**src/rtl/wb_port_arbiter.sv**
```systemverilog
// wb_port_arbiter
//
// Shares the single register-file write port between the in-order pipeline
// writeback and a long-latency unit (mul/div). Long-latency results wait in a
// small FIFO. The write port is registered.
//
// Configuration macro: WB_ARB_STARVE_EN
//   defined   - a starvation counter forces the FIFO head onto the port after
//               STARVE_LIMIT consecutive pipeline wins. The pipeline is stalled
//               for that cycle.
//   undefined - strict pipeline priority. The FIFO drains only in cycles with
//               no valid pipeline request. pipe_stall_o is tied to 0.
//
// Ports
//   clk, rst_n          clock (rising edge), asynchronous active-low reset
//   pipe_regwrite_i     pipeline writeback request
//   pipe_rd_add_i       pipeline destination register
//   pipe_data_i         pipeline writeback data
//   pipe_stall_o        combinational; pipeline must hold its writeback
//   lu_valid_i          long-latency result valid
//   lu_ready_o          FIFO not full (derived from registered count)
//   lu_rd_add_i         long-latency destination register
//   lu_data_i           long-latency result data
//   rf_we_o             registered write enable
//   rf_rd_add_o         registered write address
//   rf_data_o           registered write data
//   pend_busy_o         FIFO non-empty (derived from registered count)
module wb_port_arbiter #(
  parameter int unsigned DATA_WIDTH   = 32,
  parameter int unsigned FIFO_DEPTH   = 2,
  parameter int unsigned STARVE_LIMIT = 4
) (
  input  logic                  clk,
  input  logic                  rst_n,
  input  logic                  pipe_regwrite_i,
  input  logic [4:0]            pipe_rd_add_i,
  input  logic [DATA_WIDTH-1:0] pipe_data_i,
  output logic                  pipe_stall_o,
  input  logic                  lu_valid_i,
  output logic                  lu_ready_o,
  input  logic [4:0]            lu_rd_add_i,
  input  logic [DATA_WIDTH-1:0] lu_data_i,
  output logic                  rf_we_o,
  output logic [4:0]            rf_rd_add_o,
  output logic [DATA_WIDTH-1:0] rf_data_o,
  output logic                  pend_busy_o
);

  localparam int unsigned PtrW = (FIFO_DEPTH > 1) ? $clog2(FIFO_DEPTH) : 1;
  localparam int unsigned CntW = PtrW + 1;
  localparam logic [CntW-1:0] CntFull = CntW'(FIFO_DEPTH);

  // Elaboration-time parameter sanity check.
  if ((STARVE_LIMIT < 1) || (STARVE_LIMIT > 15) || (FIFO_DEPTH < 2) ||
      ((FIFO_DEPTH & (FIFO_DEPTH - 1)) != 0)) begin : g_bad_params
    $error("wb_port_arbiter: illegal FIFO_DEPTH or STARVE_LIMIT");
  end

  logic [4:0]            mem_rd_q   [FIFO_DEPTH];
  logic [DATA_WIDTH-1:0] mem_data_q [FIFO_DEPTH];
  logic [PtrW-1:0]       wr_ptr_q, wr_ptr_d, rd_ptr_q, rd_ptr_d;
  logic [CntW-1:0]       cnt_q, cnt_d;

  logic                  rf_we_d;
  logic [4:0]            rf_rd_add_d;
  logic [DATA_WIDTH-1:0] rf_data_d;

  logic empty, full, push, pipe_req, fifo_grant, pipe_grant;

  assign empty       = (cnt_q == '0);
  assign full        = (cnt_q == CntFull);
  assign lu_ready_o  = !full;
  assign pend_busy_o = !empty;
  // Results for x0 are acknowledged but never stored.
  assign push        = lu_valid_i && !full && (lu_rd_add_i != 5'd0);
  // A write to x0 is no request, leaving the port free for the FIFO.
  assign pipe_req    = pipe_regwrite_i && (pipe_rd_add_i != 5'd0);

`ifdef WB_ARB_STARVE_EN
  localparam logic [3:0] StarveMax = 4'(STARVE_LIMIT);

  logic [3:0] starve_q, starve_d;
  logic       force_fifo;

  // Only registered state feeds force_fifo, so lu_* cannot reach pipe_stall_o.
  assign force_fifo   = !empty && (starve_q == StarveMax);
  assign fifo_grant   = !empty && (force_fifo || !pipe_req);
  assign pipe_grant   = pipe_req && !force_fifo;
  assign pipe_stall_o = force_fifo && pipe_req;

  always_comb begin
    starve_d = starve_q;
    if (empty || fifo_grant) begin
      starve_d = 4'd0;
    end else if (pipe_grant && (starve_q != StarveMax)) begin
      starve_d = starve_q + 4'd1;
    end
  end

  always_ff @(posedge clk or negedge rst_n) begin
    if (!rst_n) begin
      starve_q <= 4'd0;
    end else begin
      starve_q <= starve_d;
    end
  end
`else
  assign fifo_grant   = !empty && !pipe_req;
  assign pipe_grant   = pipe_req;
  assign pipe_stall_o = 1'b0;
`endif

  always_comb begin
    wr_ptr_d = push ? wr_ptr_q + PtrW'(1) : wr_ptr_q;
    rd_ptr_d = fifo_grant ? rd_ptr_q + PtrW'(1) : rd_ptr_q;
    cnt_d    = cnt_q;
    unique case ({push, fifo_grant})
      2'b10:   cnt_d = cnt_q + CntW'(1);
      2'b01:   cnt_d = cnt_q - CntW'(1);
      default: cnt_d = cnt_q;
    endcase
  end

  always_comb begin
    rf_we_d     = 1'b0;
    rf_rd_add_d = rf_rd_add_o;
    rf_data_d   = rf_data_o;
    if (pipe_grant) begin
      rf_we_d     = 1'b1;
      rf_rd_add_d = pipe_rd_add_i;
      rf_data_d   = pipe_data_i;
    end else if (fifo_grant) begin
      rf_we_d     = 1'b1;
      rf_rd_add_d = mem_rd_q[rd_ptr_q];
      rf_data_d   = mem_data_q[rd_ptr_q];
    end
  end

  always_ff @(posedge clk or negedge rst_n) begin
    if (!rst_n) begin
      wr_ptr_q    <= '0;
      rd_ptr_q    <= '0;
      cnt_q       <= '0;
      rf_we_o     <= 1'b0;
      rf_rd_add_o <= 5'd0;
      rf_data_o   <= '0;
    end else begin
      wr_ptr_q    <= wr_ptr_d;
      rd_ptr_q    <= rd_ptr_d;
      cnt_q       <= cnt_d;
      rf_we_o     <= rf_we_d;
      rf_rd_add_o <= rf_rd_add_d;
      rf_data_o   <= rf_data_d;
    end
  end

  // Storage needs no reset; the count alone decides validity.
  always_ff @(posedge clk) begin
    if (push) begin
      mem_rd_q[wr_ptr_q]   <= lu_rd_add_i;
      mem_data_q[wr_ptr_q] <= lu_data_i;
    end
  end

endmodule

```
**config.mk**
```make
export PLATFORM = sky130hd
export DESIGN_NAME = wb_port_arbiter
export DESIGN_NICKNAME = d
export VERILOG_FILES = /design/src/rtl/wb_port_arbiter.sv
export SDC_FILE = /design/constraint.sdc
export NUM_CORES = 1
export LEC_CHECK = 0
export BUFFER_PORTS_ARGS = -buffer_cell sky130_fd_sc_hd__buf_4
export CAP_MARGIN = 30
export CORE_MARGIN = 2
export CORE_UTILIZATION = 38
export DETAILED_ROUTE_END_ITERATION = 10
export SETUP_SLACK_MARGIN = 0.1
export SLEW_MARGIN = 10
export SYNTH_ARGS = -nofsm -noshare
export SYNTH_HDL_FRONTEND = slang
export SYNTH_SLANG_ARGS = --single-unit
```
**constraint.sdc**
```tcl
create_clock -name clk -period 4.2 [get_ports clk]
set_clock_uncertainty 0.05 [all_clocks]
set_input_delay 0 -clock clk [delete_from_list [all_inputs] [get_ports clk]]
set_output_delay 0 -clock clk [all_outputs]
set_load 0.01 [all_outputs]
```
==> results of run 1 <==
cell type report:
cell class	instances	share of cell area [%]
Timing Repair Buffer	206	24.5
Clock inverter	9	2.12
Sequential cell	116	45.4
Multi-Input combinational cell	174	18.4
Inverter	2	0.104
Tap cell	168	2.91
Clock buffer	22	6.57
final timing paths:
kind                                      startpoint                          end  cells after the start
worst min register to register  wr_ptr_q$_DFFE_PN0P_         wr_ptr_q$_DFFE_PN0P_                      1
max in group asynchronous                      rst_n         rd_ptr_q$_DFFE_PN0P_                      2
worst max register to register  cnt_q[0]$_DFFE_PN0P_   rf_rd_add_o[0]$_DFFE_PN0P_                      7
worst max-delay path            cnt_q[0]$_DFFE_PN0P_   rf_rd_add_o[0]$_DFFE_PN0P_                      7
min in group clk                       lu_data_i[30]  mem_data_q[0][30]$_DFFE_PP_                      2
worst min-delay path                           rst_n    rf_data_o[22]$_DFFE_PN0P_                      2
critical path, stage by stage (launching register included):
cell	delay, ns
dfrtp_1	0.33
buf_4	0.40
nor2_2	0.15
inv_1	0.41
buf_4	0.38
a21oi_1	0.12
a22o_1	0.21
dlygate4sd3_1	0.55
flip-flops by register name, summed over array words and instances, names as in the netlist:
register / flops
mem_data_q: 64
rf_data_o: 32
mem_rd_q: 10
rf_rd_add_o: 5
cnt_q: 2
rd_ptr_q: 1
rf_we_o: 1
wr_ptr_q: 1
power by group:
part / internal (W) / switching, W
Combinational: 0.000715 / 0.000755
Clock: 0.00103 / 0.000486
Sequential: 0.00158 / 0.000202
Total: 0.00333 / 0.00144
per-layer routing:
layer,up-vias,track usage (%)
met4,0,5.86
met1,1559,21.0
li1,1583,-
met3,12,4.96
met5,-,0
met2,104,30.8
kinds of logic after synthesis:
| kind of cell | Yosys count |
|---|---|
| other | 1 |
| AND/OR/NAND/NOR | 55 |
| multiplexers | 66 |
| adder cells (fa/ha/maj) | 1 |
| AO/OA/AOI/OAI | 47 |
| flip-flops | 116 |
| XOR/XNOR | 4 |
| buffers and inverters | 24 |
cells in the mapped netlist:
master and n:
conb_1 1, mux2_2 32, ha_1 1, mux2i_1 34, inv_1 2, buf_6 3, buf_4 1, a22o_1 2
o31ai_1 3, nor2b_1 3, edfxtp_1 74, xor2_1 1, nor2_2 1, clkbuf_1 8, or2_2 1, a211oi_1 3
or4_1 1, nand2_1 4, xnor2_1 3, nor3_1 35, a21oi_1 34, or3_4 1, nand2b_1 1, o2bb2ai_1 1
dfrtp_1 42, nor2_1 8, buf_2 10, o211ai_2 1, o21ai_4 1, o21ai_0 1, o21a_1 1
what timing repair did:
item,CTS,global route
hold endpoints to repair,155,0
hold buffers,82,0
gates resized for setup,0,0
metrics by stage:
stage	total power, W	cell area, sq um	worst slack (ns)	cells	util, %
2_1_floorplan	0.00264	4710	1.27	314	-
3_3_place_gp	0.00318	5740	2.02	583	47.6
3_5_place_dp	0.00322	5770	1.96	584	47.8
4_1_cts	0.00482	7220	1.48	697	59.8
5_1_grt	0.00504	7220	1.33	697	59.8
6_report	0.00478	7220	1.45	697	59.8
==> key figures, run 1 <==
Outcome
  – Outcome: finished clean

Power
  – Static Leakage: 2.89 nW
  – PwrDens: 662 nW/um^2
  – Maximum VDD drop: 336 uV

Route
  – Total routed wirelength: 11200 microns
  – Routed wire per std cell: 16.1 microns
  – Routed wl met2: 5760 microns
  – Routed wl met3: 554 microns
  – Routed met1 length: 4790 microns
  – Router iterations before antenna repair: 4
  – Top sig layer: met4
  – Vias: 3258
  – DRC: 0
  – 1st-iter DRT viols: 133
  – DR vias/cell: 4.67
  – Routed Antenna Nets: 0

Placement
  – Count of input and output buffers: 117
  – HPWL after detailed placement: 6760 microns
  – Gpl congestion: 0.725

Final layout
  – Synthesis-to-layout area growth: 53.1%
  – Final net count: 596
  – Layout cell share with drive strength beyond 1: 36.5%
  – Commonest non-fill, non-tap cell in the layout: buf_4
  – Multi-input gate area: 1330 sq um
  – Storage element area: 3270 sq um
  – Commonest cells after routing, fill and taps aside: buf_4, dlygate4sd3_1, edfxtp_1, dfrtp_1, nor3_1
  – Layout fillers: 933
  – ANT cells: 0

Clock tree
  – CTS Buf Count: 17
  – Clk slew on worst S/H paths: 0.05 ns
  – CTS sink cnt: 116
  – H-tree levels: 4
  – Clock Path Buffers: 2
  – # Post-CTS Setup Buffers: 0
  – CTS tree: done
  – Root buf cell: clkbuf_16
  – Clk_lat worst skew: 0.40 ns

Logic synthesis
  – Main combinational cell family by area after synthesis: multiplexers
  – Syn Inst Count: 314
  – Yosys cell types: 31
  – Adder-Cell Fraction of Synth Area: 0.265%
  – Syn nets: 393
  – Xor/xnor cell area share of the yosys netlist: 0.743%
  – Compound-Gate Fraction of Synth Area: 6.00%
  – Top post-synthesis cells by area: edfxtp_1, dfrtp_1, mux2_2
  – Sequential area share after synthesis: 69.4%
  – Synth Cell Area: 4710 sq um
  – Synthesis Warnings: 0
  – #FFs+latches synth: 116
  – Mux cell area share after synthesis: 14.9%
  – Simple-gate area share of the yosys netlist: 5.87%
  – Share of the synthesized area in the top cell type: 47.1%
  – Avg Cell Area, Syn: 15.0 sq um
  – Synth area leader: edfxtp_1

Hold path
  – Worst Hold Class: input pin to async pin

Timing
  – Hold Vio Cnt, Final: 0
  – Final min period: 2.75 ns
  – Least-Margin Pin Slew: 0.768 ns
  – Max Fclk: 364 MHz
  – Setup TNS: 0 ns
  – Max-slew headroom: 48.6%
  – RSZ-0062 raised after global routing: no
  – Setup violations, final: 0
  – Slew Viols, Final: 0
  – Tcrit/Tclk final: 65.4%
  – WHS: 0.103 ns

Critical path
  – CP max FO: 37
  – Critical path startpoint category: register
  – Worst Path Required: 4.43 ns
  – Critical path class: register to register
  – Setup crit end kind: register
  – Critical path arrival: 2.98 ns
  – Reg-to-reg slack, setup: 1.45 ns

Global routing
  – Largest net degree at the start of global routing: 43
  – Vias in the first global route: 3498
  – Global-route total usage across every layer: 17.6%
  – Global route overflow: 0
  – Antenna violations before repair: 0
  – First-pass GRT wire length: 17400 microns

Floorplanning
  – I/O pin count: 119
  – Placement row count: 40
  – Initial Util: 39.1%
  – CORE AREA: 12100 sq um
  – Die width: 115 microns
  – Full die area: 13300 sq um
  – Die Height: 115 microns

Job
  – # Max-Cap Violations: 0
No activity file was read; power rests on OpenSTA's default activity.
==> inputs of run 2 (changes only) <==
clock period = 2.65 ns   (was 4.2 ns; I/O delays follow)
==> key figures, run 2 (synthesized netlist as in run 1, its figures left out) <==
Placement
  – DP Area: 5790 sq um
  – Count of input and output buffers: 117
  – Gpl congestion: 0.711
  – HPWL after detailed placement: 6430 microns
  – Worst slack, placed: 0.703 ns

Critical path
  – Critical path arrival: 2.58 ns
  – Top cell by count, worst path: buf_4
  – Setup crit end kind: register
  – CP max FO: 33
  – Slowest stage delay, CP: 0.54 ns
  – CP max stage cell: dlygate4sd3_1
  – Critical-path cell list: buf_4, nor2_2, inv_1, buf_4, a21oi_1, a22o_1, dlygate4sd3_1
  – Critical path startpoint category: register
  – Cell family with most CP delay: buffers and inverters
  – Worst Path Required: 2.88 ns
  – WP buf/inv: 4
  – Critical path class: register to register

Clock tree
  – H-tree levels: 4
  – CTS sink cnt: 116
  – Clock Path Buffers: 2
  – Post-CTS sizing: 0
  – # Post-CTS Setup Buffers: 0
  – Root buf cell: clkbuf_16
  – Clk slew on worst S/H paths: 0.05 ns
  – Hold buffers post-CTS: 82
  – Clk_lat worst skew: 0.40 ns
  – CTS Buf Count: 17
  – CTS tree: done

Outcome
  – Outcome: finished clean

Floorplanning
  – Initial Util: 39.1%
  – Die Height: 115 microns
  – Die width: 115 microns
  – I/O pin count: 119
  – CORE AREA: 12100 sq um
  – Full die area: 13300 sq um
  – Placement row count: 40

Timing
  – Setup violations, final: 0
  – Max-slew headroom: 60.2%
  – RSZ-0062 raised after global routing: no
  – Tcrit/Tclk final: 88.7%
  – Final min period: 2.35 ns
  – Max Fclk: 426 MHz
  – Slew Viols, Final: 0
  – Fin worst setup slack: 0.300 ns
  – Least-Margin Pin Slew: 0.597 ns
  – Hold Vio Cnt, Final: 0

Route
  – Total routed wirelength: 10900 microns
  – Router iterations before antenna repair: 4
  – Routed wire per std cell: 15.6 microns
  – Routed Antenna Nets: 0
  – Vias: 3296
  – 1st-iter DRT viols: 138
  – DR vias/cell: 4.72
  – DRC: 0

Hold path
  – Worst Hold Class: input pin to async pin

Final layout
  – ANT cells: 0
  – Commonest non-fill, non-tap cell in the layout: buf_4
  – Synthesis-to-layout area growth: 51.1%
  – Top flop regs: mem_data_q x64, rf_data_o x32, mem_rd_q x10
  – Final instance area: 7120 sq um
  – Final net count: 597
  – Most flops, register: mem_data_q
  – Max reg flops: 64
  – Layout cell share with drive strength beyond 1: 35.2%
  – Commonest cells after routing, fill and taps aside: buf_4, dlygate4sd3_1, edfxtp_1, dfrtp_1, nor3_1
  – Layout Utilization: 59.0%

Global routing
  – Vias in the first global route: 3501
  – Largest net degree at the start of global routing: 43
  – First-pass GRT wire length: 17300 microns
  – Antenna violations before repair: 0
  – Global-route total usage across every layer: 17.4%
  – Global route overflow: 0

Power
  – Maximum VDD drop: 519 uV
  – Static Leakage: 2.85 nW
  – PwrDens: 1000 nW/um^2

Job
  – # Max-Cap Violations: 0
## run 2: cell types whose count changed in the layout (fill, tap and decap cells not counted)
cell and change:
clkbuf_1 +3, buf_12 +3, clkinvlp_4 -3, clkinv_1 +5, buf_16 -1, bufinv_16 -4, buf_4 -1, clkinv_2 +1
clkbuf_8 -1
## run 2: final cells by class
cell class	instances	area, sq um
Clock inverter	8	33.8
Clock buffer	24	472
Multi-Input combinational cell	174	1330
Tap cell	168	210
Sequential cell	116	3270
Fill cell	922	4940
Timing Repair Buffer	207	1800
Inverter	2	7.51
## run 2: routing by layer
metal  up-vias  part of all wire (%)  GRT usage, %  wire (microns)
met5         -                     0             0               0
met4         0                  0.79          4.34              86
met3        11                   4.6          6.75             504
met2        95                    51          29.4            5540
met1      1600                    44          20.9            4770
li1       1590                     -             -               -
## run 2: worst paths after layout
path | start | endpoint | slack, ns | depth (start not counted)
max | cnt_q[0]$_DFFE_PN0P_ | rf_rd_add_o[1]$_DFFE_PN0P_ | 0.30 | 7
min | rst_n | rf_data_o[23]$_DFFE_PN0P_ | 0.13 | 2
min reg2reg | wr_ptr_q$_DFFE_PN0P_ | wr_ptr_q$_DFFE_PN0P_ | 0.51 | 1
max reg2reg | cnt_q[0]$_DFFE_PN0P_ | rf_rd_add_o[1]$_DFFE_PN0P_ | 0.30 | 7
max in group asynchronous | rst_n | rd_ptr_q$_DFFE_PN0P_ | 2.00 | 2
min in group clk | lu_data_i[18] | mem_data_q[1][18]$_DFFE_PP_ | 0.27 | 2
## run 2: through the flow
stage | hold WS (ns) | total power [W] | TNS [ns] | std cells
final | 0.127 | 0.00712 | 0 | 699
after global routing | 0.168 | 0.00755 | 0 | 699
after CTS | 0.110 | 0.00721 | 0 | 699
after detailed placement | -0.000539 | 0.00513 | 0 | 585
after global placement | -0.00766 | 0.00509 | 0 | 585
after floorplan | -0.346 | 0.00418 | -20.47 | 314
## run 2: report_power, final
group,switching (W),internal (W),leakage [nW]
combinational,0.00120,0.00117,1.43
clock,0.000721,0.00122,0.249
sequential,0.000305,0.00251,1.17
total,0.00222,0.00490,2.85
